===== src/rtl/input_loader_pkg.sv =====
// Shared types for the puzzle-loading path: RAM address type, loader FSM states, ASCII codes.
package AocPkg;
  localparam int RAM_ADDR_W = 15;
  typedef logic [RAM_ADDR_W-1:0] RamAddr_t;

  typedef enum logic [1:0] {
    LOAD = 2'd0,
    DONE = 2'd1,
    ERR  = 2'd2
  } LoaderState_t;

  localparam logic [7:0] ASCII_LF = 8'h0A;
  localparam logic [7:0] ASCII_CR = 8'h0D;
endpackage


===== src/rtl/input_loader.sv =====
// Streams the puzzle bytes into ByteRam, measuring row geometry and flagging malformed input.
module input_loader
  import AocPkg::*;
#(
  parameter int ADDR_W = $bits(RamAddr_t),
  parameter int COL_W  = 8,
  parameter int ROW_W  = 8
) (
  input  logic              Clk,
  input  logic              Rst,
  input  logic              InValid,
  output logic              InReady,
  input  logic [7:0]        InData,
  input  logic              InLast,
  output logic [ADDR_W-1:0] WriteAddr,
  output logic              WriteEnable,
  output logic [7:0]        WriteData,
  output logic              LoadDone,
  output logic              Error,
  output logic [ADDR_W:0]   ByteCount,
  output logic [COL_W-1:0]  RowWidth,
  output logic [ROW_W-1:0]  RowCount
);
  LoaderState_t     state;
  logic [COL_W-1:0] col;
  logic             width_set;

  logic             accept, is_lf, is_cr, wr_byte, close_row;
  logic [COL_W-1:0] col_inc, row_len;
  logic             err_ovf, err_blank, err_wide, err_ragged, err;

  assign InReady = (state == LOAD);
  assign accept  = InValid & InReady;
  assign is_lf   = (InData == ASCII_LF);
  assign is_cr   = (InData == ASCII_CR);
  assign wr_byte = accept & ~is_cr;
  assign col_inc = col + 1'b1;

  // Length of the row this byte would close: LF/CR add no cell, anything else adds one.
  assign row_len   = (is_lf | is_cr) ? col : col_inc;
  assign close_row = is_lf | (InLast & (row_len != '0));

  // ByteCount never exceeds 2**ADDR_W, so its MSB alone means "RAM full".
  assign err_ovf    = wr_byte & ByteCount[ADDR_W];
  assign err_blank  = is_lf & (col == '0);
  assign err_wide   = ~is_lf & ~is_cr & (&col);
  assign err_ragged = close_row & width_set & (row_len != RowWidth);
  assign err        = accept & (err_ovf | err_blank | err_wide | err_ragged);

  always_ff @(posedge Clk or posedge Rst) begin
    if (Rst) begin
      state       <= LOAD;
      col         <= '0;
      width_set   <= 1'b0;
      WriteAddr   <= '0;
      WriteEnable <= 1'b0;
      WriteData   <= '0;
      LoadDone    <= 1'b0;
      Error       <= 1'b0;
      ByteCount   <= '0;
      RowWidth    <= '0;
      RowCount    <= '0;
    end else begin
      WriteEnable <= 1'b0;
      if (err) begin
        Error <= 1'b1;
        state <= ERR;
      end else if (accept) begin
        if (wr_byte) begin
          WriteEnable <= 1'b1;
          WriteAddr   <= ByteCount[ADDR_W-1:0];
          WriteData   <= InData;
          ByteCount   <= ByteCount + 1'b1;
        end
        if (close_row) begin
          col      <= '0;
          RowCount <= RowCount + 1'b1;
          if (!width_set) begin
            RowWidth  <= row_len;
            width_set <= 1'b1;
          end
        end else if (!is_cr) begin
          col <= col_inc;
        end
        if (InLast) begin
          LoadDone <= 1'b1;
          state    <= DONE;
        end
      end
    end
  end
endmodule

===== config.mk =====
export PLATFORM = sky130hd
export DESIGN_NAME = input_loader
export DESIGN_NICKNAME = d
export VERILOG_FILES = /design/src/rtl/input_loader_pkg.sv /design/src/rtl/input_loader.sv
export SDC_FILE = /design/constraint.sdc
export NUM_CORES = 1
export LEC_CHECK = 0
export BUFFER_PORTS_ARGS = -buffer_cell sky130_fd_sc_hd__clkbuf_2
export CORE_MARGIN = 2
export CORE_UTILIZATION = 49
export CTS_BUF_LIST = sky130_fd_sc_hd__clkbuf_8
export CTS_CLUSTER_SIZE = 8
export DETAILED_ROUTE_END_ITERATION = 7
export GPL_ROUTABILITY_DRIVEN = 0
export GPL_TIMING_DRIVEN = 0
export PLACE_DENSITY = 0.77
export RECOVER_POWER = 25
export SLEW_MARGIN = 20
export SYNTH_ARGS = -nofsm -noshare
export SYNTH_HDL_FRONTEND = slang
export SYNTH_SLANG_ARGS = --single-unit

===== constraint.sdc =====
create_clock -name Clk -period 3 [get_ports Clk]
set_input_delay 0 -clock Clk [delete_from_list [all_inputs] [get_ports Clk]]
set_output_delay 0 -clock Clk [all_outputs]
set_load 0.005 [all_outputs]

==> impl_results.md <==
- Max Cap Viol: 0
- Root Driver: clkbuf_8
- Final Hold Viols: 0
- Vias per cell: 5.37
- Final setup viols: 0
- Fin cells: 537
- Die Span X: 89.4 um
- Reg clk slew, reported paths: 0.07 ns
- Post-synth EDFFs: 0
- Htree depth: 3
- Setup Skew: 0.0110 ns
- CTS tree: yes
- Fraction of layout cells with a size suffix above 1: 38.4%
- Final worst path period share: 95.9%
- N_diodes: 0
- Total power: 1.86 mW
- TritonCTS Buffers: 9
- Register area: 1730 um^2
- Sw power: 422 uW
- Mapped Cells: between 300 and 400
- Synth cell types: 50
- Routed length per instance: 15.4 um
- Worst Setup End Kind: register
- R2R setup slack: 0.12 ns
- Die area: 7990 um^2
- Dpl ws: -0.121 ns
- Worst skew pair latency: roughly 0.35 ns
- Grt total ovfl: 0
- CP arrival: 3.11 ns
- Clock share of power: between 40 and 50%
- Yosys reg bits: 69
- Fill count: 576
- Row cnt: 31
- Combinational Power Share: 4.9%
- Max Clock Freq: 0.347 GHz
- DRT Pass-1 Iters: 4
- Final WS setup: ~0.12 ns
- IO buf count: 70
- Global-route wire length before repair: 13400 um
- # IOs: 71
- Critical path class: reg -> reg
- Static leakage: 2.27 nW
- Part of the power in registers: 50.6%
- Top_reg_cell synth: dfrtp_1
- Crit path time final: between 2 and 3 ns
- Final count of pins violating max slew: 0
- GRT Util Overall: between 20 and 25%
- Yosys top cell by area: dfrtp_1
- Remaining antenna violation count after routing: 0
- Sw Share: a little under a quarter
- Cells after DPL: roughly 500
- P per Cell Area: 411 nW/um^2
- Post-DP HPWL: 5670 um
- Slew HR: 21.0%
- Detailed Route WL: 8260 um
- CP required: 3.23 ns
- Worst Path Max Fanout: 10
- Vias in the first global route: 2782
- DR vias: 2882
- Clock Sinks: 69
- Clock tree buffer depth: 2
- Tightest Pin Transition: 1.18 ns
- Core region area: 7180 um^2
- Slowest cell on crit path: dfrtp_2
- Die height: around 90 um
- Yosys top cell area share: 48.3%
- CP max stage delay: roughly 0.47 ns
- Area taken by multi-input logic gates: 1790 um^2
- Hold Path Class: in -> reg
- Initial antenna violation count: 0
- Initial DRC Count: 193
- Largest net degree at the start of global routing: between 40 and 50
- DR DRC count: 0
- Starting density of the core: roughly half
- Layout area overhead: 26.7%
- Nets: 449
- VDD IR max: between 0.3 and 0.4 mV
- FFs w/ async S/R, synth: 100%
- Crit path buf inv count: 2
- Register area share after synthesis: 48.3%
- Critical path startpoint category: register
- Mapped Nets: 347
- Internal power: around 1.4 mW
- Critical Path, Cell by Cell: ha_2 > xnor2_1 > and3_1 > a31oi_1 > o31ai_2 > a31oi_4 > o221ai_4 > nand2_2 > buf_6 > clkbuf_4 > mux2_2
- Syn_area_per_cell: roughly 11 um^2
- Mapped cell area: 3570 um^2
- Core Util, Final: a little over three fifths
- Synth area leaders: dfrtp_1 48%, mux2_2 8.2%, xnor2_1 5.9%, xor2_1 3.9%, nor2_1 2.9%
- Yosys warns: 0
- CP top delay family: compound AO/OA/AOI/OAI gates
- Status: completed
final timing paths:
path	from	endpoint	depth (start not counted)
worst min-delay path	InValid	state[1]	4
worst min register to register	RowCount[7]	RowCount[7]	1
worst max-delay path	col[0]	WriteAddr[13]	11
worst max register to register	col[0]	WriteAddr[13]	11
max in group asynchronous	Rst	WriteData[3]	4
min in group asynchronous	Rst	col[2]	3
cell type report:
type / instances / area share, %
plain buffers: 16 / 2.46
clock buffers: 9 / 2.73
clock inverters: 7 / 2.02
inverters: 7 / 0.608
multi-input cells: 239 / 39.6
flip-flops and latches: 69 / 38.2
well taps: 99 / 2.73
repair buffers: 91 / 11.7
cells by family after synthesis:
| kind of cell | after synthesis | synth area share [%] |
|---|---|---|
| and+or+nand+nor | 118 | 18.0 |
| DFF | 69 | 48.3 |
| AOI/OAI and AO/OA | 51 | 11.0 |
| xor gates and xnor gates | 40 | 9.80 |
| muxes | 26 | 8.19 |
| buffers and inverters | 23 | 3.36 |
| adders and majority gates | 4 | 1.40 |
cells in the final DEF (no fill, tap or decap), types with 4 or more instances in the layout:
cell,synthesis,routed
a21oi_1,14,14
a31oi_1,4,4
and2_1,6,6
and3_1,6,5
buf_2,9,7
buf_4,2,11
clkbuf_2,0,72
clkbuf_8,0,9
dfrtp_1,69,67
dlygate4sd3_1,0,10
inv_1,7,8
mux2_2,26,26
nand2_1,18,18
nand3_1,17,16
nand4_1,8,8
nor2_1,28,28
nor3_1,5,5
o21ai_0,11,11
o41ai_2,5,5
or2_2,5,5
xnor2_1,24,24
xor2_1,16,16
synthesized netlist by cell type (3+ instances only):
cell type  instances
a21oi_1           14
a31oi_1            4
and2_1             6
and3_1             6
buf_2              9
clkbuf_1           3
dfrtp_1           69
ha_1               4
inv_1              7
mux2_2            26
nand2_1           18
nand2b_1           3
nand3_1           17
nand4_1            8
nor2_1            28
nor2b_1            3
nor3_1             5
nor4_1             3
o21ai_0           11
o31ai_1            4
o41ai_2            5
or2_2              5
xnor2_1           24
xor2_1            16
sequential cells by signal, indices dropped and copies added (netlist names):
register and flops:
WriteEnable 1, RowCount 8, col 8, ByteCount 16, Error 1, RowWidth 8
width_set 1, WriteData 8, LoadDone 1, WriteAddr 15, state 2
worst min-delay path: cells and delay by family:
kind | cells | cell delay [ns]
compound gates | 1 | 0.13
buf+inv | 1 | 0.07
simple gates | 2 | 0.18
through the flow:
| stage | setup TNS, ns | hold WS (ns) | instance area (um^2) |
|---|---|---|---|
| final | 0 | 0.0729 | 4530 |
| after global routing | -0.0720 | 0.127 | 4530 |
| after CTS | 0 | 0.0520 | 4410 |
| after detailed placement | -2.14 | -0.00487 | 4070 |
| after global placement | -0.995 | 0.249 | 4050 |
| after floorplan | 0 | 0.150 | 3570 |
repair_timing:
| action | 4_1_cts | 5_1_grt |
|---|---|---|
| hold buffers | 10 | 0 |
| setup buffers | 0 | 10 |
| resized for setup | 6 | 16 |
| endpoints found under the setup margin | 35 | 47 |
| hold endpoints to repair | 78 | 0 |
| pin swaps | 0 | 5 |
per-layer routing:
metal  wire length [um]  vias up  part of all wire, %  global-route usage, %
li1                   -     1372                    -                      -
met1               3540     1391                   43                   29.3
met2               3960      102                   48                   34.5
met3                591       17                  7.2                   7.02
met4                167        0                  2.0                   7.60
met5                  0        -                    0                      0
power by group through the flow:
stage	Sequential, mW	Combinational (mW)	Clock, mW
after floorplan	0.960	0.0469	0
after global placement	0.960	0.0739	0
after detailed placement	0.960	0.0794	0
after CTS	0.943	0.0908	0.832
after global routing	0.943	0.102	0.870
final	0.943	0.0919	0.827
No activity file was read; power rests on OpenSTA's default activity.
